--- config.mk ---
export PLATFORM = sky130hd
export DESIGN_NAME = renorm_ctrl
export DESIGN_NICKNAME = d
export VERILOG_FILES = /design/src/rtl/renorm_ctrl_pkg.sv /design/src/rtl/renorm_ctrl_leading_zero.sv /design/src/rtl/renorm_ctrl.sv
export SDC_FILE = /design/constraint.sdc
export NUM_CORES = 1
export LEC_CHECK = 0
export ABC_AREA = 1
export CORE_MARGIN = 5
export CORE_UTILIZATION = 35
export CTS_BUF_LIST = sky130_fd_sc_hd__clkbuf_16
export DETAILED_ROUTE_END_ITERATION = 7
export SETUP_SLACK_MARGIN = 0.15
export SKIP_LAST_GASP = 1
export SYNTH_ARGS = -nofsm -noshare
export SYNTH_HDL_FRONTEND = slang
export SYNTH_SLANG_ARGS = --single-unit
--- constraint.sdc ---
create_clock -name clk -period 22.2 [get_ports clk]
set_input_delay 4.44 -clock clk [delete_from_list [all_inputs] [get_ports clk]]
set_output_delay 4.44 -clock clk [all_outputs]
set_load 0.005 [all_outputs]
--- src/rtl/renorm_ctrl_pkg.sv ---
// Shared types and constants for the range-coder renormalisation controller.
// Latency: n/a (definitions only).
// Backpressure: n/a.
package renorm_ctrl_pkg;

  // Controller sequencing states
  typedef enum logic [2:0] {
    S_IDLE  = 3'd0,
    S_CALC  = 3'd1,
    S_EMIT0 = 3'd2,
    S_EMIT1 = 3'd3,
    S_TAIL  = 3'd4
  } state_t;

  // Coder state after reset: half-full range, nine bits short of the first byte
  localparam logic        [15:0] RANGE_INIT = 16'h8000;
  localparam logic signed [31:0] CNT_INIT   = -32'sd9;

  // Offsets applied to the bit count when extracting bytes
  localparam logic signed [31:0] OFF_WORD = 32'sd16;
  localparam logic signed [31:0] OFF_BYTE = 32'sd8;
  localparam logic signed [31:0] OFF_CNT  = 32'sd24;

  // Emitted bytes carry one extra bit for the pending carry
  localparam int BYTE_W = 9;

endpackage

--- src/rtl/renorm_ctrl_leading_zero.sv ---
// Leading-zero counter for the range word; an all-zero input reports RANGE_SIZE-1.
// Latency: combinational.
// Backpressure: none.
module leading_zero #(
  parameter int RANGE_SIZE = 16
) (
  input  logic [RANGE_SIZE-1:0]         i_val,
  output logic [$clog2(RANGE_SIZE)-1:0] o_cnt,
  output logic                          o_zero
);

  localparam int CW = $clog2(RANGE_SIZE);

  logic [CW-1:0] w_cnt;

  // Scan upward so the highest set bit has the final say
  always_comb begin
    w_cnt = CW'(RANGE_SIZE - 1);
    for (int i = 0; i < RANGE_SIZE; i++) begin
      if (i_val[i]) w_cnt = CW'(RANGE_SIZE - 1 - i);
    end
  end

  assign o_cnt  = w_cnt;
  assign o_zero = ~|i_val;

endmodule

--- src/rtl/renorm_ctrl.sv ---
// Range-coder renormalisation: normalises low/range and emits 0, 1 or 2 carry bytes plus a frame tail.
// Latency: symbol accepted in cycle N, state and first output word visible at N+2.
// Backpressure: each output word holds until out_ready; no new symbol is accepted until all words drain.
module renorm_ctrl
  import renorm_ctrl_pkg::*;
#(
  parameter int DATA_16 = 16,
  parameter int DATA_32 = 32
) (
  input  logic                      clk,
  input  logic                      reset,
  input  logic                      in_valid,
  output logic                      in_ready,
  input  logic [DATA_32-1:0]        in_low,
  input  logic [DATA_16-1:0]        in_range,
  input  logic                      in_last,
  output logic                      out_valid,
  input  logic                      out_ready,
  output logic [DATA_16-1:0]        out_data,
  output logic                      out_tail,
  output logic                      out_last,
  output logic [DATA_32-1:0]        st_low,
  output logic [DATA_16-1:0]        st_range,
  output logic signed [DATA_32-1:0] st_cnt,
  output logic                      err
);

  localparam int                 D_W  = $clog2(DATA_16);
  localparam logic [DATA_32-1:0] ONE  = {{(DATA_32-1){1'b0}}, 1'b1};

  state_t                     r_state;
  logic [DATA_32-1:0]         r_in_low;
  logic [DATA_16-1:0]         r_in_range;
  logic                       r_in_last;
  logic [D_W-1:0]             r_d;
  logic [DATA_32-1:0]         r_st_low;
  logic [DATA_16-1:0]         r_st_range;
  logic signed [DATA_32-1:0]  r_st_cnt;
  logic [BYTE_W-1:0]          r_word1;
  logic                       r_two;
  logic                       r_out_valid;
  logic [DATA_16-1:0]         r_out_data;
  logic                       r_out_tail;
  logic                       r_out_last;
  logic                       r_err;

  logic [D_W-1:0]             w_lz;
  logic                       w_lz_zero;
  logic signed [DATA_32-1:0]  w_d32;
  logic signed [DATA_32-1:0]  w_s;
  logic signed [DATA_32-1:0]  w_c;
  logic signed [DATA_32-1:0]  w_cf;
  logic [DATA_32-1:0]         w_m;
  logic [DATA_32-1:0]         w_mf;
  logic                       w_emit;
  logic                       w_two;
  logic [BYTE_W-1:0]          w_word0;
  logic [BYTE_W-1:0]          w_word1;
  logic [DATA_32-1:0]         w_new_low;
  logic [DATA_16-1:0]         w_new_range;
  logic signed [DATA_32-1:0]  w_new_cnt;

  // Normalisation shift comes straight from the incoming range
  leading_zero #(
    .RANGE_SIZE(DATA_16)
  ) u_lz (
    .i_val  (in_range),
    .o_cnt  (w_lz),
    .o_zero (w_lz_zero)
  );

  // Byte extraction and next coder state, consumed only in CALC
  always_comb begin
    w_d32       = {{(DATA_32-D_W){1'b0}}, r_d};
    w_s         = r_st_cnt + w_d32;
    w_emit      = ~w_s[DATA_32-1];
    w_two       = (w_s >= OFF_BYTE);
    w_c         = r_st_cnt + OFF_WORD;
    w_m         = (ONE << w_c) - ONE;
    w_word0     = BYTE_W'(r_in_low >> w_c);
    w_word1     = BYTE_W'((r_in_low & w_m) >> (w_c - OFF_BYTE));
    w_cf        = w_two ? (w_c - OFF_BYTE) : w_c;
    w_mf        = w_two ? (w_m >> OFF_BYTE) : w_m;
    w_new_range = r_in_range << r_d;
    w_new_low   = w_emit ? ((r_in_low & w_mf) << r_d) : (r_in_low << r_d);
    w_new_cnt   = w_emit ? (w_cf + w_d32 - OFF_CNT) : w_s;
  end

  // Sequencer with registered outputs and coder state
  always_ff @(posedge clk) begin
    if (reset) begin
      r_state     <= S_IDLE;
      r_in_low    <= '0;
      r_in_range  <= '0;
      r_in_last   <= 1'b0;
      r_d         <= '0;
      r_st_low    <= '0;
      r_st_range  <= RANGE_INIT;
      r_st_cnt    <= CNT_INIT;
      r_word1     <= '0;
      r_two       <= 1'b0;
      r_out_valid <= 1'b0;
      r_out_data  <= '0;
      r_out_tail  <= 1'b0;
      r_out_last  <= 1'b0;
      r_err       <= 1'b0;
    end else begin
      case (r_state)
        S_IDLE: begin
          if (in_valid) begin
            r_in_low   <= in_low;
            r_in_range <= in_range;
            r_in_last  <= in_last;
            r_d        <= w_lz;
            if (w_lz_zero) r_err <= 1'b1;
            r_state    <= S_CALC;
          end
        end
        S_CALC: begin
          r_st_low   <= w_new_low;
          r_st_range <= w_new_range;
          r_st_cnt   <= w_new_cnt;
          if (w_emit) begin
            r_out_valid <= 1'b1;
            r_out_data  <= {{(DATA_16-BYTE_W){1'b0}}, w_word0};
            r_word1     <= w_word1;
            r_two       <= w_two;
            r_state     <= S_EMIT0;
          end else if (r_in_last) begin
            r_out_valid <= 1'b1;
            r_out_data  <= w_new_low[DATA_32-1 -: DATA_16];
            r_out_tail  <= 1'b1;
            r_out_last  <= 1'b1;
            r_state     <= S_TAIL;
          end else begin
            r_state <= S_IDLE;
          end
        end
        S_EMIT0: begin
          if (out_ready) begin
            if (r_two) begin
              r_out_data <= {{(DATA_16-BYTE_W){1'b0}}, r_word1};
              r_state    <= S_EMIT1;
            end else if (r_in_last) begin
              r_out_data <= r_st_low[DATA_32-1 -: DATA_16];
              r_out_tail <= 1'b1;
              r_out_last <= 1'b1;
              r_state    <= S_TAIL;
            end else begin
              r_out_valid <= 1'b0;
              r_state     <= S_IDLE;
            end
          end
        end
        S_EMIT1: begin
          if (out_ready) begin
            if (r_in_last) begin
              r_out_data <= r_st_low[DATA_32-1 -: DATA_16];
              r_out_tail <= 1'b1;
              r_out_last <= 1'b1;
              r_state    <= S_TAIL;
            end else begin
              r_out_valid <= 1'b0;
              r_state     <= S_IDLE;
            end
          end
        end
        S_TAIL: begin
          if (out_ready) begin
            r_out_valid <= 1'b0;
            r_out_tail  <= 1'b0;
            r_out_last  <= 1'b0;
            r_state     <= S_IDLE;
          end
        end
        default: r_state <= S_IDLE;
      endcase
    end
  end

  assign in_ready  = (r_state == S_IDLE) && !reset;
  assign out_valid = r_out_valid;
  assign out_data  = r_out_data;
  assign out_tail  = r_out_tail;
  assign out_last  = r_out_last;
  assign st_low    = r_st_low;
  assign st_range  = r_st_range;
  assign st_cnt    = r_st_cnt;
  assign err       = r_err;

endmodule

# Word level (Yosys, flattened, before mapping)
# Index checks and enable logic that the tools add are counted.
dict set report classes {
  add_sub_neg 6
  n_bitwise 4
  n_reduce_logical 13
  div 0
  order_cmp 1
  muxes 54
  n_shift 6
  n_eq_ne 11
  mul 0
}
# op n
set ops {}
lappend ops {{$mux W32} 4}
lappend ops {{$mux W16} 6}
lappend ops {{$add A32 B5 Y32} 2}
lappend ops {{$and A32 B32 Y32} 2}
lappend ops {{$shl A32 B4 Y32} 2}
lappend ops {{$shr A32 B32 Y9} 2}
lappend ops {{$pmux W16 S3} 1}
lappend ops {{$mux W3} 11}
lappend ops {{$add A32 B6 Y32 const B} 1}
lappend ops {{$ge A32 B5 Y1 const B} 1}
lappend ops {{$mux W4} 8}
lappend ops {{$shl A1 B32 Y32 const A} 1}
lappend ops {{$sub A32 B1 Y32 const B} 1}
lappend ops {{$sub A32 B5 Y32 const B} 1}
lappend ops {{$sub A32 B6 Y32 const B} 1}
lappend ops {{$mux W1} 18}
lappend ops {{$reduce_or A16 Y1} 1}
lappend ops {{$shl A16 B4 Y16} 1}
lappend ops {{$pmux W3 S5} 1}
lappend ops {{$ne A2 B2 Y1 const B} 6}
lappend ops {{$pmux W1 S4} 3}
lappend ops {{$reduce_and A6 Y1} 2}
lappend ops {{$reduce_and A4 Y1} 2}
lappend ops {{$eq A3 B2 Y1 const B} 2}
lappend ops {{other kinds (12)} 15}
dict set report word_totals {
  ramBits 0
  latch_bits 0
  elab_cells 110
  mem_bits_ro 0
  output_inout_bits 101
  in_bits 53
  ff_bits 166
  mem_count 0
}

# Longest topological paths before layout
dict set report logic_depth {
  ltp_word 15
  mapped_depth 48
  mapped_depth_nobuf 42
}

# Modules after synthesis
# A second synthesis with hierarchy kept.
dict set report unflattened {
  hier_cells 3082
  area_unflattened_um2 18023.5
}
# module area_each_um2 instances seq_area_each_um2 cells_each
set modules_own_cells {}
lappend modules_own_cells {renorm_ctrl 17832.1 1 3323.2 3038}
lappend modules_own_cells {leading_zero 191.4 1 0.0 44}

# Worst setup path before layout
# Ideal clock, no wire load.
dict set report synth_path {
  path_kind {input to output}
  from {input port reset}
  to {output port in_ready}
  slack_ns 12.699
  path_buffers 2
  t_arrival_ns 5.061
  stages 3
  required_time_ns 17.760
  cell_sequence {clkbuf_1 clkbuf_1 nor2_1}
}
dict set report synth_via {
  elab_chain_len 2
}
# item line_no
set synth_lines {}
lappend synth_lines {{from (decl)} renorm_ctrl.sv:11} ;# input logic reset,
lappend synth_lines {{$logic_not A1 Y1} renorm_ctrl.sv:181} ;# assign in_ready = (r_state == S_IDLE) && !reset;
lappend synth_lines {{$logic_and A1 B1 Y1} renorm_ctrl.sv:181}
lappend synth_lines {{to (decl)} renorm_ctrl.sv:13} ;# output logic in_ready,
# Every way passes these cells.

# Worst setup path in the final report
# Same ends and word-level chain as after synthesis.

==> impl_metrics.py <==
metrics = {
    "status": {
        "status": "complete, no violations",
    },
    "critical_path": {
        "path_class": "input port to primary output",
        "crit_path_end_kind": "primary output",
        "crit_path_start": "reset",
        "start_kind": "input port",
        "crit_arrival_ps": 5360,
        "reg2reg_from": "r_d[2]$_SDFFE_PP0P_",
        "rr_worst_depth": 41,
        "worstPathRequired_ps": 17760,
        "crit_fanout": 21,
    },
    "cts": {
        "clock_sinks": 166,
        "htreeDepth": 4,
        "ctsHoldBuffers": 0,
        "clk_latency_ps": 500,
        "postCtsResizedCells": 0,
        "post_cts_buffers": 0,
        "cts_buffers": 17,
        "clock_tree.buffer_depth": 2,
        "clkSlewWorstSetupHoldPaths_ps": 70,
        "cts-root-buf": "clkbuf_16",
        "cts_tree": "done",
    },
    "global_routing": {
        "grt_overflow_total": 0,
        "grt_pass1_vias": 19802,
        "grt_pass1_wl_um": 120200,
        "grt.total_usage": 0.2874,
        "antenna_found_initial": 0,
        "grt_max_degree": 98,
    },
    "sta": {
        "setup_viol": 0,
        "hold_viol": 0,
        "post-route-min-period_ps": 9803,
        "max_freq_mhz": 102.0,
        "timing.hold.ws_ps": 459.0,
        "worst_pin_slew_ps": 1263,
        "fin_skew_ps": 23.23,
        "finalCritPeriodShare": 0.4416,
        "drv_slew": 0,
        "slew_headroom": 0.1531,
        "rsz0062_at_grt": "false",
        "totalNegativeSetupSlack_ps": 0,
    },
    "detailed_routing": {
        "ant_nets": 0,
        "drc": 0,
        "vias": 21203,
        "drt_iter0_drc": 2252,
        "via_per_inst": 5.683,
        "routed_wl_um": 79310,
        "dr.pass1.iters": 6,
        "wl_per_cell_um": 21.26,
    },
    "layout": {
        "final_cell_mix": "nand2_1 (821), nand3_1 (349), inv_1 (271)",
        "ff_latch_area_um2": 3328,
        "multi_input_area_um2": 12180,
        "area_delta_synth_final_pct": 15.04,
        "nets": 3149,
        "antenna-diode-count": 0,
        "layout-drive-gt1-share": 0.06097,
        "n_fill_cell": 5467,
        "final_common_cell": "nand2_1",
    },
    "hold_path": {
        "hold_class": "flip-flop to flip-flop",
        "hold_path_depth": 2,
        "hp-start": "out_last$_SDFFE_PP0P_",
    },
    "floorplanning": {
        "die_width_um": 232.1,
        "die_area_um2": 53870,
        "die-height_um": 232.1,
        "io_pins": 154,
        "coreArea_um2": 48850,
        "start_util": 0.3534,
        "rows": 81,
    },
    "yosys": {
        "synth_warnings": 0,
        "synth-edff-count": 0,
        "ys_ff_latch": 166,
        "yosysSeqAreaShare": 0.1925,
        "async_reset_ff_frac": 0,
        "yosysTopAreaCell": "dfxtp_1",
        "netlist_top_cells_area": "dfxtp_1 (19%), nand2_1 (18%), nand3_1 (10%)",
        "postSynthAreaPerCell_um2": 5.736,
        "yosysUniqueCellTypes": 66,
        "netlist_area_um2": 17270,
        "syn_nets": 3105,
        "synth_top_area_share": 0.1925,
        "synth-main-ff-cell": "dfxtp_1",
        "syn_inst": 3010,
    },
    "place": {
        "port_buffers": 153,
        "place_congestion": 0.9721,
        "dp_hpwl_um": 61220,
    },
    "flow_run": {
        "maxCapViolCount": 0,
    },
    "power": {
        "cellPowerDensity_nw_per_um2": 69.42,
        "ir_drop_uv": 59.25,
        "p_leak_nw": 8.967,
    },
}
-- cell usage after synthesis, types with 25 or more instances --
| master | instances |
|---|---|
| nor2_1 | 233 |
| buf_1 | 25 |
| dfxtp_1 | 166 |
| o21ai_0 | 234 |
| xor2_1 | 54 |
| nand4_1 | 70 |
| nand3_1 | 349 |
| ha_1 | 39 |
| o21ai_1 | 31 |
| inv_1 | 273 |
| o211ai_1 | 32 |
| clkbuf_1 | 119 |
| a21oi_1 | 236 |
| nor3_1 | 36 |
| nand2_1 | 822 |
-- logic make-up after synthesis --
family          share of synthesized area
flops                              0.1925
mux                              0.006378
compound gates                     0.2110
buf+inv                            0.1031
xor+xnor                          0.03631
simple gates                       0.4190
fa+ha+maj                         0.03174
-- routing by layer --
metal  track usage  up-vias  part of all wire  wire, um
met5             0        -                 0         0
met4        0.1091        0             0.038      3045
met3       0.04610      155             0.079      6281
met2        0.4682      993              0.46     36330
met1        0.3831     9869              0.42     33660
li1              -    10186                 -         -
-- sequential cells by signal, summed over array words and instances (netlist names), 3 cells and up --
name / cells
r_d: 4
out_data: 16
st_cnt: 32
st_range: 16
r_in_range: 16
st_low: 32
r_in_low: 32
r_state: 3
r_word1: 9
-- final cells by class --
cell class | count | area share
tap | 664 | 0.04183
clock buffer | 17 | 0.02142
timing repair buffer | 188 | 0.09020
sequential | 166 | 0.1676
multi-input combinational | 2382 | 0.6133
clock inverter | 15 | 0.009071
inverter | 299 | 0.05663
-- where the power goes --
| part | internal (mW) | switching (mW) |
|---|---|---|
| Sequential | 0.324 | 0.0376 |
| Clock | 0.161 | 0.161 |
| Combinational | 0.227 | 0.467 |
| Total | 0.713 | 0.666 |
-- final timing paths --
kind | end | slack, ps
max reg2reg | st_cnt[31]$_SDFFE_PP1P_ | 13310
min reg2reg | out_last$_SDFFE_PP0P_ | 460
max | in_ready | 12400
min | out_last$_SDFFE_PP0P_ | 460
-- stage by stage --
stage                     instances  setup WS, ps  total power, mW  area [um^2]  utilization
final                          3731         12400            1.379        19860       0.4066
after global routing           3731         12390            1.474        19860       0.4066
after CTS                      3731         12390            1.372        19860       0.4066
after detailed placement       3699         12400            1.047        19260       0.3942
after global placement         3699         12400            1.040        19260       0.3942
after floorplan                3010         12700           0.8252        17270            -
-- worst max-delay path: stages --
cell and delay (ps):
buf_4 220, nor2_1 170, clkdlybuf4s50_1 520
(Power assumes the default switching activity.)
